--- src/rtl/mips_pkg.sv ---
// Shared fetch-side types and constants.
// Imported by the fetch stage and its output register.
package mips_pkg;

   typedef enum logic [1:0] {
      WARM = 2'd0,
      RUN  = 2'd1,
      HALT = 2'd2
   } fetch_state_t;

   localparam int INSTR_W = 32;
   localparam int PC_W    = 32;

   localparam logic [PC_W-1:0]    DEFAULT_RESET_PC = 32'h0000_0000;
   localparam logic [INSTR_W-1:0] NOP              = 32'h0000_0000;

endpackage

--- src/rtl/if_id_reg.sv ---
// IF/ID output register: instruction, pc, pc+4 and valid.
// load captures a new entry; flush drops valid; otherwise hold.
import mips_pkg::*;

module if_id_reg #(
   parameter int DATA_W = INSTR_W
) (
   input  logic              clk,
   input  logic              rst_n,
   input  logic              load,
   input  logic              flush,
   input  logic [DATA_W-1:0] instr_in,
   input  logic [PC_W-1:0]   pc_in,
   output logic              valid,
   output logic [DATA_W-1:0] instr,
   output logic [PC_W-1:0]   pc,
   output logic [PC_W-1:0]   pc_plus4
);

   logic              valid_d, valid_q;
   logic [DATA_W-1:0] instr_d, instr_q;
   logic [PC_W-1:0]   pc_d, pc_q;
   logic [PC_W-1:0]   pc_plus4_d, pc_plus4_q;

   always_comb begin
      valid_d    = valid_q;
      instr_d    = instr_q;
      pc_d       = pc_q;
      pc_plus4_d = pc_plus4_q;
      if (flush) begin
         valid_d = 1'b0;
      end else if (load) begin
         valid_d    = 1'b1;
         instr_d    = instr_in;
         pc_d       = pc_in;
         pc_plus4_d = pc_in + 32'd4;
      end
   end

   always_ff @(posedge clk or negedge rst_n) begin
      if (!rst_n) begin
         valid_q    <= 1'b0;
         instr_q    <= NOP;
         pc_q       <= '0;
         pc_plus4_q <= 32'd4;
      end else begin
         valid_q    <= valid_d;
         instr_q    <= instr_d;
         pc_q       <= pc_d;
         pc_plus4_q <= pc_plus4_d;
      end
   end

   assign valid    = valid_q;
   assign instr    = instr_q;
   assign pc       = pc_q;
   assign pc_plus4 = pc_plus4_q;

endmodule

--- src/rtl/instr_fetch_unit.sv ---
// Fetch stage: owns the byte PC, addresses instruction memory and
// hands captured words to decode through a valid/ready register.
import mips_pkg::*;

module instr_fetch_unit #(
   parameter logic [31:0] RESET_PC = DEFAULT_RESET_PC,
   parameter int          ADDR_W   = 8,
   parameter int          DATA_W   = INSTR_W
) (
   input  logic              clk,
   input  logic              rst_n,
   output logic [ADDR_W-1:0] memAddr,
   input  logic [DATA_W-1:0] memData,
   output logic              outValid,
   input  logic              outReady,
   output logic [DATA_W-1:0] outInstr,
   output logic [31:0]       outPc,
   output logic [31:0]       outPcPlus4,
   input  logic              redirectEn,
   input  logic [31:0]       redirectPc,
   input  logic              haltReq,
   output logic              halted,
   output logic              misalignErr
);

   fetch_state_t state_d, state_q;
   logic [31:0]  pc_d, pc_q;
   logic         misalign_d, misalign_q;

   logic redirect;
   logic fire;
   logic load;
   logic flush;

   // Redirects are dead once halted; only reset leaves HALT.
   assign redirect = redirectEn && (state_q != HALT);
   assign fire     = !outValid || outReady;

   always_ff @(posedge clk or negedge rst_n) begin
      if (!rst_n) begin
         state_q    <= WARM;
         pc_q       <= RESET_PC;
         misalign_q <= 1'b0;
      end else begin
         state_q    <= state_d;
         pc_q       <= pc_d;
         misalign_q <= misalign_d;
      end
   end

   always_comb begin
      state_d = state_q;
      unique case (state_q)
         WARM: begin
            if (redirect && haltReq) state_d = HALT;
            else if (redirect)       state_d = WARM;
            else if (haltReq)        state_d = HALT;
            else                     state_d = RUN;
         end
         RUN: begin
            if (redirect && haltReq) state_d = HALT;
            else if (redirect)       state_d = WARM;
            else if (haltReq)        state_d = HALT;
         end
         HALT:    state_d = HALT;
         default: state_d = WARM;
      endcase
   end

   always_comb begin
      pc_d       = pc_q;
      misalign_d = 1'b0;
      load       = 1'b0;
      flush      = 1'b0;
      if (redirect) begin
         pc_d       = redirectPc & ~32'h3;
         misalign_d = |redirectPc[1:0];
         flush      = 1'b1;
      end else if (state_q == RUN && !haltReq && fire) begin
         load = 1'b1;
         pc_d = pc_q + 32'd4;
      end else begin
         // Consumed with nothing new behind it: drop valid.
         flush = outValid && outReady;
      end
   end

   if_id_reg #(
      .DATA_W(DATA_W)
   ) u_if_id_reg (
      .clk      (clk),
      .rst_n    (rst_n),
      .load     (load),
      .flush    (flush),
      .instr_in (memData),
      .pc_in    (pc_q),
      .valid    (outValid),
      .instr    (outInstr),
      .pc       (outPc),
      .pc_plus4 (outPcPlus4)
   );

   assign memAddr     = pc_q[ADDR_W+1:2];
   assign halted      = (state_q == HALT);
   assign misalignErr = misalign_q;

endmodule

--- config.mk ---
export PLATFORM = sky130hd
export DESIGN_NAME = instr_fetch_unit
export DESIGN_NICKNAME = d
export VERILOG_FILES = /design/src/rtl/mips_pkg.sv /design/src/rtl/if_id_reg.sv /design/src/rtl/instr_fetch_unit.sv
export SDC_FILE = /design/constraint.sdc
export NUM_CORES = 1
export LEC_CHECK = 0
export CORE_ASPECT_RATIO = 0.7
export CORE_UTILIZATION = 43
export CTS_CLUSTER_SIZE = 25
export DETAILED_ROUTE_END_ITERATION = 10
export GPL_TIMING_DRIVEN = 0
export PLACE_DENSITY_LB_ADDON = 0.2
export SLEW_MARGIN = 20
export SYNTH_ARGS = -nofsm -noshare
export SYNTH_HDL_FRONTEND = slang
export SYNTH_SLANG_ARGS = --single-unit
export TNS_END_PERCENT = 10
--- constraint.sdc ---
create_clock -name clk -period 2.1 [get_ports clk]
set_clock_uncertainty 0.05 [all_clocks]
set_input_delay 0.525 -clock clk [delete_from_list [all_inputs] [get_ports clk]]
set_output_delay 0.525 -clock clk [all_outputs]
set_load 0.005 [all_outputs]
==> results.py <==
metrics = {
    "clock_network": {
        "cts_buffer_depth": 2,
        "numClockSinks": 126,
        "clkTransAtPathRegs_ns": 0.06,
        "cts_hold_buf": 0,
        "clk_latency_ns": 0.42,
        "cts_tree": "done",
        "htree_levels": 4,
        "cts_made_buffers": 17,
        "cts-root-buf": "clkbuf_16",
    },
    "placement": {
        "io_buffers": 171,
        "place.gp.congestion": 0.866,
        "place_ws_ns": -1.10,
        "dp_cells": 998,
        "placed_area_mm2": 0.00775,
        "dp_hpwl_um": 12500,
    },
    "synth": {
        "syn_area_mm2": 0.00580,
        "ys.flop_type": "dfrtp_1",
        "yosysSeqAreaShare_pct": 54.4,
        "syn_area_per_cell_um2": 8.82,
        "ys_warn_count": 0,
        "synth_edf_count": 0,
        "async_reset_ff_share_pct": 100,
        "ys_ff_latch": 126,
        "synth_cells": 657,
        "synth.distinct_cells": 42,
    },
    "final_layout": {
        "num_antenna_cells": 0,
        "stdcell_area_mm2": 0.00869,
        "final_nets": 934,
        "fin_util_pct": 66.1,
        "area_delta_synth_final_pct": 49.9,
        "layout_commonest_cell": "nand2_1",
        "nFillCells": 1060,
        "regArea_mm2": 0.00316,
        "drive_above_1_share_pct": 15.5,
        "final_cell_mix": "nand2_1, clkdlybuf4s50_1, dfrtp_1, o21ai_1, buf_4",
        "layout.cells.non_filler": 1043,
        "multiInputGateArea_mm2": 0.00250,
    },
    "worst_setup_path": {
        "worstPathArrival_ns": 1.47,
        "start_kind": "flop",
        "critPathTopFamily": "buffers and inverters",
        "worstPathRequired_ns": 1.52,
        "cp_num_buf_inv": 2,
        "criticalPathCategory": "reg -> out",
        "crit_fanout": 7,
        "slowest_delay_ns": 0.50,
        "path_cells": "buf_4 -> clkdlybuf4s50_1",
        "end_kind": "output port",
        "slowest_stage": "clkdlybuf4s50_1",
        "rr_startpoint": "pc_q[5]$_DFFE_PN0P_",
        "cp-startpoint": "pc_q[2]$_DFFE_PN0P_",
    },
    "sta": {
        "setup_viol": 0,
        "worst_slack_ns": 0.0546,
        "rsz0062_at_grt": "true",
        "drv_slew": 0,
        "worst_pin_slew_ns": 0.589,
        "fin_crit_ns": 2.05,
        "max_freq_mhz": 489,
        "slew_headroom_pct": 60.4,
        "report.final.hold_viol_count": 0,
        "fin_crit_sh_pct": 97.4,
    },
    "floorplanning": {
        "rows": 35,
        "die_h_um": 99.1,
        "dieWidth_um": 141,
        "dieArea_mm2": 0.0140,
        "core_mm2": 0.0131,
        "initial_core_util_pct": 44.1,
        "ios": 176,
    },
    "run": {
        "maxCapViolations": 0,
    },
    "pwr": {
        "total_power_w": 0.00735,
        "cellPowerDensity_mw_per_mm2": 847,
        "vdd_drop_max_mv": 0.575,
        "p_leak_nw": 3.94,
    },
    "routing": {
        "firstDrtPassIters": 4,
        "post_drt_via_cell_ratio": 5.08,
        "first_iter_violations": 316,
        "routed-via-count": 5302,
        "wl_per_cell_um": 16.6,
        "drc": 0,
        "drt-total-wl_um": 17400,
        "ant_nets": 0,
    },
    "run_status": {
        "status": "finished, final reports clean",
    },
    "global_route": {
        "grt_pass1_vias": 5274,
        "grt_usage_pct": 25.7,
        "grt_antenna_before_repair": 0,
        "overflow": 0,
        "grt_pass1_wl_um": 27400,
        "grt_start_max_net_pins": 72,
    },
    "min_path": {
        "min_path_type": "in -> async",
    },
}
[flip-flops by register name (all words and copies together) (netlist names)]
register and flops:
u_if_id_reg.pc 30, state_q 2, u_if_id_reg.pc_plus4 30, pc_q 30, u_if_id_reg.instr 32, misalignErr 1
u_if_id_reg.valid 1
[worst reg2reg max path: cells and delay by family (launching register included)]
kind	cells	cell delay (ns)
flops	1	0.36
simple gates	3	1.16
buf+inv	1	0.20
compound gates	1	0.18
[report_power, final]
part / leakage [nW] / switching [W] / internal (W) / total (W)
clock network: 0.306 / 0.00112 / 0.00202 / 0.00314
registers: 1.70 / 0.000227 / 0.00263 / 0.00286
logic: 1.93 / 0.000639 / 0.000714 / 0.00135
[cells in the mapped netlist (3+ instances only)]
| cell | n | area share, % |
|---|---|---|
| and3_1 | 5 | 0.54 |
| o21ai_1 | 33 | 2.8 |
| buf_2 | 10 | 0.86 |
| xnor2_1 | 25 | 3.8 |
| nand4_1 | 14 | 1.5 |
| or3_1 | 4 | 0.43 |
| dfrtp_1 | 125 | 54 |
| o21ai_0 | 20 | 1.7 |
| nand3_1 | 22 | 1.9 |
| nor4_1 | 5 | 0.54 |
| buf_4 | 13 | 1.7 |
| clkbuf_2 | 3 | 0.26 |
| buf_1 | 5 | 0.32 |
| nor3_1 | 10 | 0.86 |
| nor2_1 | 19 | 1.2 |
| a21oi_1 | 3 | 0.26 |
| xor2_1 | 27 | 4.1 |
| clkbuf_1 | 25 | 1.6 |
| nand2b_1 | 3 | 0.32 |
| nand2_1 | 259 | 17 |
[cell type report]
type / instances / share of cell area, %
Clock buffer: 18 / 5.06
Clock inverter: 14 / 2.19
Multi-Input combinational cell: 476 / 28.8
Inverter: 2 / 0.0864
Tap cell: 166 / 2.39
Sequential cell: 126 / 36.4
Buffer: 53 / 3.76
Timing Repair Buffer: 188 / 21.4
[stage by stage]
stage,hold slack (ns),TNS [ns]
final,0.0129,0
after global routing,0.0451,-0.132
after CTS,0.0308,-0.208
after detailed placement,0.411,-106.22
after global placement,0.406,-647.64
after floorplan,0.179,0
[layer usage]
metal	GRT usage (%)	part of all wire (%)
met1	36.7	47
met2	37.8	44
met3	7.03	6.6
met4	9.03	2.0
met5	0	0
[final timing paths]
| path | end | slack [ns] | depth (start not counted) |
|---|---|---|---|
| min | u_if_id_reg.instr[28]$_DFFE_PN0P_ | 0.01 | 1 |
| max | memAddr[0] | 0.05 | 2 |
| max in group asynchronous | pc_q[2]$_DFFE_PN0P_ | 1.22 | 2 |
| min in group clk | u_if_id_reg.instr[21]$_DFFE_PN0P_ | 0.42 | 2 |
| min reg2reg | u_if_id_reg.instr[21]$_DFFE_PN0P_ | 0.42 | 2 |
| max reg2reg | u_if_id_reg.pc_plus4[24]$_DFFE_PN0P_ | 0.06 | 5 |
[cell families (layout without fill, tap and decap cells)]
logic type	after synthesis	after routing	share of synthesized area (%)
adders and majority gates	1	1	0.216
other	1	4	0.0647
and+or+nand+nor	353	353	26.3
AOI/OAI and AO/OA	65	65	6.11
muxes	1	1	0.194
DFF	126	126	54.4
buffers and inverters	58	275	4.88
xor gates and xnor gates	52	52	7.86
[what timing repair did]
| action | in CTS | in global routing |
|---|---|---|
| pin swaps | 0 | 8 |
| setup buffers | 0 | 16 |
| resized for setup | 36 | 41 |
| endpoints found under the setup margin | 116 | 114 |
Note: power is estimated with default switching activity, not from simulation.
==> edit 1, RTL diff (config.mk and constraints unchanged) <==
`ADDR_W`: 8 -> 7.
--- a/src/rtl/instr_fetch_unit.sv
+++ b/src/rtl/instr_fetch_unit.sv
@@ -5,5 +5,5 @@
 module instr_fetch_unit #(
    parameter logic [31:0] RESET_PC = DEFAULT_RESET_PC,
-   parameter int          ADDR_W   = 8,
+   parameter int          ADDR_W   = 7,
    parameter int          DATA_W   = INSTR_W
 ) (
Interface: changed (resized memAddr); port bits go from 176 to 175. No check against the original RTL was run, so the function may have changed too.
==> edit 1 against the unedited design <==
  * Setup slack worse by 44 ps
  * Non-clock buffer count fell by 9
  * Sequential cell count did not move
  * Synthesized area fell by 0.13%
  * Design area is 1.3% lower
  * Wire length decreased by 0.19%
  * First-iteration DRC count grew 26%
  * Final cell count shrank 0.86%
  * Power decreased by 2.5%
==> edit 1: results (changes against the unedited design) <==
Outcome = completed (unchanged)
First element of the critical path = redirectEn (was pc_q[2]$_DFFE_PN0P_)
Vias = 5,381 (was 5,302)
Crit path max fanout = 10 (was 7)
R2R cell count = 7 (was 5)
Routed wire per std cell = 16.75 µm (was 16.64 µm)
First-pass GRT wire length = 27.53 mm (was 27.44 mm)
Post-Layout Cell Count = 1,034 (was 1,043)
Layout fillers = 1,078 (was 1,060)
Port Buf Inserts = 170 (was 171)
CP arrival = 2320 ps (was 1470 ps)
Vias in the first global route = 5,313 (was 5,274)
RR Endpoint = pc_q[29]$_DFFE_PN0P_ (was u_if_id_reg.pc_plus4[24]$_DFFE_PN0P_)
Worst r2r src = pc_q[10]$_DFFE_PN0P_ (was pc_q[5]$_DFFE_PN0P_)
Worst min path class = flip-flop to flip-flop (was input port to asynchronous set/reset pin)
First drt pass iteration count = 5 (was 4)
CTS H-Tree Depth = 4 (unchanged)
Synth area leaders = dfrtp_1 (54%), nand2_1 (17%), xor2_1 (4.1%) (unchanged)
Antenna violations before repair = 0 (unchanged)
GP Congestion = 0.8680 (was 0.8662)
Largest net degree at the start of global routing = 81 (was 72)
Final nets = 925 (was 934)
Synthesized area per cell = 8.823 µm² (was 8.821 µm²)
DR iter-0 viols = 398 (was 316)
Crit path capture = pc_q[23]$_DFFE_PN0P_ (was memAddr[0])
VDD IR-drop max = 0.5656 mV (was 0.5745 mV)
Leak pwr = 3.842 nW (was 3.939 nW)
Register area share after synthesis = 0.5450 (was 0.5443)
Total Routing Usage GR = 0.2602 (was 0.2574)
Tightest Pin Transition = 660.0 ps (was 589.3 ps)
==> edit 1: per-layer routing <==
| layer | vias up | GRT usage | wire (µm) |
|---|---|---|---|
| met1 | 2630 | 0.3757 | 8028 |
| met2 | 218 | 0.3873 | 7884 |
| met5 | - | 0 | 0 |
| met3 | 22 | 0.06074 | 1150 |
| li1 | 2511 | - | - |
| met4 | 0 | 0.08361 | 260 |
==> edit 1: worst min-delay path by stage <==
stage | start | endpoint | slack, ps | depth (start not counted)
6_report | u_if_id_reg.pc[12]$_DFFE_PN0P_ | u_if_id_reg.pc[12]$_DFFE_PN0P_ | 420 | 2
5_1_grt | u_if_id_reg.instr[6]$_DFFE_PN0P_ | u_if_id_reg.instr[6]$_DFFE_PN0P_ | 450 | 2
4_1_cts | u_if_id_reg.instr[31]$_DFFE_PN0P_ | u_if_id_reg.instr[31]$_DFFE_PN0P_ | 430 | 2
3_5_place_dp | u_if_id_reg.instr[31]$_DFFE_PN0P_ | u_if_id_reg.instr[31]$_DFFE_PN0P_ | 410 | 2
3_3_place_gp | u_if_id_reg.instr[25]$_DFFE_PN0P_ | u_if_id_reg.instr[25]$_DFFE_PN0P_ | 410 | 2
2_1_floorplan | rst_n | misalignErr$_DFF_PN0_ | 180 | 0
==> edit 1: timing repair <==
item,CTS,global route
gates cloned,0,0
endpoints found under the setup margin,112,122
resized for setup,39,34
pin swaps,0,4
hold endpoints to repair,8,0
hold buffers,1,0
buffers inserted,0,6
==> edit 1: area by class of cell <==
class	count	share of cell area
sequential	126	0.3682
multi-input combinational	476	0.2921
timing repair buffer	178	0.2075
clock buffer	18	0.05122
buffer	54	0.03633
tap	166	0.02422
clock inverter	14	0.01955
inverter	2	0.0008755
==> edit 1: power by group <==
| group | total, mW | switching, mW | internal [mW] |
|---|---|---|---|
| Sequential | 2.87 | 0.233 | 2.63 |
| Clock | 3.02 | 1.12 | 1.89 |
| Combinational | 1.28 | 0.636 | 0.649 |
==> edit 1: per-stage QoR <==
stage	cell area, µm²	setup TNS [ps]	power (mW)	setup WS, ps	hold WS [ps]
finish	8574	0	7.166	10.35	422.6
global route	8574	-1073	7.437	-118.7	453.4
CTS	8441	-48.32	7.125	-17.89	426.6
detailed placement	7737	-101360	4.064	-1052	412.3
global placement	7709	-642560	4.023	-4337	407.0
floorplan	5799	0	3.516	61.17	179.4
==> edit 1: kinds of logic after synthesis <==
kind of cell,share of synthesized area
simple gates,0.2629
compound gates,0.06118
flops,0.5450
buf+inv,0.04756
fa+ha+maj,0.002161
mux,0.001945
other cells,0.0006479
xor+xnor,0.07869
==> edit 1: critical path, stage by stage <==
cell	delay, ps
clkdlybuf4s50_1	620
and2_1	180
clkbuf_1	390
clkbuf_1	440
o21ai_1	160
==> edit 2, RTL diff (same settings) <==
Made on the original files. Put one more register stage on the output `misalignErr`, cleared by the reset. The value now appears one clock later. The other outputs are not delayed to match.
--- a/src/rtl/instr_fetch_unit.sv
+++ b/src/rtl/instr_fetch_unit.sv
@@ -103,5 +103,11 @@
    assign memAddr     = pc_q[ADDR_W+1:2];
    assign halted      = (state_q == HALT);
-   assign misalignErr = misalign_q;
+   always_ff @(posedge clk or negedge rst_n) begin
+      if (!rst_n) begin
+         misalignErr <= '0;
+      end else begin
+         misalignErr <= misalign_q;
+      end
+   end
 
 endmodule
Check against the original RTL: not equivalent (a bounded check fails within 4 cycles, from zero or initial values and one cycle with rst_n low).
==> edit 2 against the unedited design <==
  * Sequential cell count is 1 higher
  * Wire length is 1.7% higher
  * Clock power is 8.3% lower
  * Synthesized area is 0.43% higher
  * Global-route usage is 0.37 points higher
  * Register-to-register slack worse by 30 ps
  * Utilization is 0.58 points lower
  * Power is 3.9% lower
  * Design area is 0.55% lower
  * Setup slack worse by 29 ps
==> edit 2: results (changes against the unedited design) <==
Asr flop ratio synth = 1.000 (unchanged)
GRT met1 Usage = 0.3707 (was 0.3670)
Root buffer cell = clkbuf_16 (unchanged)
Register area share after synthesis = 0.5462 (was 0.5443)
Post-synth cell types = 42 (unchanged)
Clock latency on the worst-skew pair = 420 ps (about the same)
Largest net degree at the start of global routing = 83 (was 72)
Antenna violations before repair = 0 (unchanged)
Synth area leaders = dfrtp_1 (54%), nand2_1 (17%), xor2_1 (4.1%) (unchanged)
Vias in the first global route = 5,266 (was 5,274)
Placed cells = 1,018 (was 998)
Port Buf Inserts = 171 (unchanged)
Commonest cells post-synth = nand2_1 (259), dfrtp_1 (126), o21ai_1 (33) (was nand2_1 (259), dfrtp_1 (125), o21ai_1 (33))
Clock-pin slew on the worst setup and hold paths = 60 ps (about the same)
Outcome = completed (unchanged)
Met2 usage = 0.3880 (was 0.3785)
Post-DR vias/cell = 5.034 (was 5.083)
DR iter-0 viols = 404 (was 316)
CP arrival = 2360 ps (was 1470 ps)
Largest register FFs = 32 (unchanged)
CTS H-Tree Depth = 4 (unchanged)
Layout fillers = 1,051 (was 1,060)
First drt pass iteration count = 6 (was 4)
Clock tree buffer depth = 2 (unchanged)
Final nets = 929 (was 934)
VDD IR-drop max = 0.6516 mV (was 0.5745 mV)
Tightest Pin Transition = 535.4 ps (was 589.3 ps)
First-pass GRT wire length = 27.77 mm (was 27.44 mm)
Flop2flop setup slack = 30 ps (was 60 ps)
Leak pwr = 3.881 nW (was 3.939 nW)
Crit path max fanout = 6 (was 7)
Share of post-route cells with drive strength above 1 = 0.1470 (was 0.1551)
Post-Layout Cell Count = 1,056 (was 1,043)
Worst min path class = flip-flop to flip-flop (was input port to asynchronous set/reset pin)
Detailed Route WL = 17.66 mm (was 17.36 mm)
Total Routing Usage GR = 0.2611 (was 0.2574)
Warnings from Yosys = 0 (unchanged)
Antenna cells = 0 (unchanged)
Num CTS Buffers = 17 (unchanged)
Final Core Density = 0.6553 (was 0.6611)
GRT met3 Usage = 0.07366 (was 0.07029)
GP Congestion = 0.8571 (was 0.8662)
Synthesized area per cell = 8.846 µm² (was 8.821 µm²)
Placed Area = 0.007804 mm² (was 0.007755 mm²)
Hpwl dp = 12.23 mm (was 12.46 mm)
## edit 2: cell types whose count changed in the layout (fill, tap and decap cells not counted), moves of 2 or more
cell	unedited run	this run
buf_2	12	10
buf_4	32	22
bufinv_16	4	2
clkbuf_1	2	4
clkbuf_4	2	6
clkinv_4	3	1
clkinvlp_4	2	5
## edit 2: critical path, stage by stage, from the launching register on
cell	delay, ps
dfrtp_1	310
clkbuf_4	190
nand4_4	180
or4b_4	610
or4_4	500
a31oi_1	150
## edit 2: cell type report
| class | instances | area share |
|---|---|---|
| Timing Repair Buffer | 180 | 0.2102 |
| Buffer | 54 | 0.03780 |
| Multi-Input combinational cell | 477 | 0.2900 |
| Clock buffer | 17 | 0.04925 |
| Inverter | 2 | 0.0008691 |
| Sequential cell | 127 | 0.3685 |
| Clock inverter | 14 | 0.01666 |
| Tap cell | 185 | 0.02680 |
## edit 2: path summary, 6_finish.rpt
path / start / to / cells past startpoint
hold / removal: misalign_q$_DFF_PN0_ / misalignErr$_DFF_PN0_ / 0
setup reg to reg: pc_q[12]$_DFFE_PN0P_ / u_if_id_reg.pc_plus4[24]$_DFFE_PN0P_ / 5
hold reg to reg: misalign_q$_DFF_PN0_ / misalignErr$_DFF_PN0_ / 0
setup / recovery: pc_q[12]$_DFFE_PN0P_ / u_if_id_reg.pc_plus4[24]$_DFFE_PN0P_ / 5
min in group asynchronous: rst_n / u_if_id_reg.instr[23]$_DFFE_PN0P_ / 2
max in group asynchronous: rst_n / pc_q[3]$_DFFE_PN0P_ / 3
## edit 2: logic make-up after synthesis
kind of cell | count (synthesis) | synth area share
compound gates | 65 | 0.06083
xor+xnor | 52 | 0.07825
fa+ha+maj | 1 | 0.002149
buf+inv | 58 | 0.04858
flops | 127 | 0.5462
mux | 1 | 0.001935
other cells | 1 | 0.0006443
simple gates | 353 | 0.2614
## edit 2: through the flow
step / worst slack [ps] / hold WS (ps) / setup TNS (ps)
finish: 25.82 / 295.6 / 0
global route: -49.33 / 316.7 / -361.6
CTS: -11.75 / 301.1 / -13.12
detailed placement: -1134 / 284.7 / -103890
global placement: -4337 / 286.3 / -648310
floorplan: 61.17 / 179.4 / 0
## edit 2: power by group
group | total [mW] | switching [mW] | internal, mW
clock network | 2.88 | 1.15 | 1.74
registers | 2.88 | 0.222 | 2.65
logic | 1.31 | 0.647 | 0.666
## edit 2: repair_timing
action | CTS | global route
cloned | 0 | 1
setup endpoints to repair | 114 | 120
buffers inserted | 0 | 7
hold endpoints to repair | 45 | 0
pin swaps | 2 | 6
hold buffers | 1 | 0
gates resized for setup | 38 | 40
## edit 2: routing by layer
metal	up-vias	routed length, µm
li1	2529	-
met1	2554	8058
met2	212	7994
met3	21	1366
met4	0	236
met5	-	0
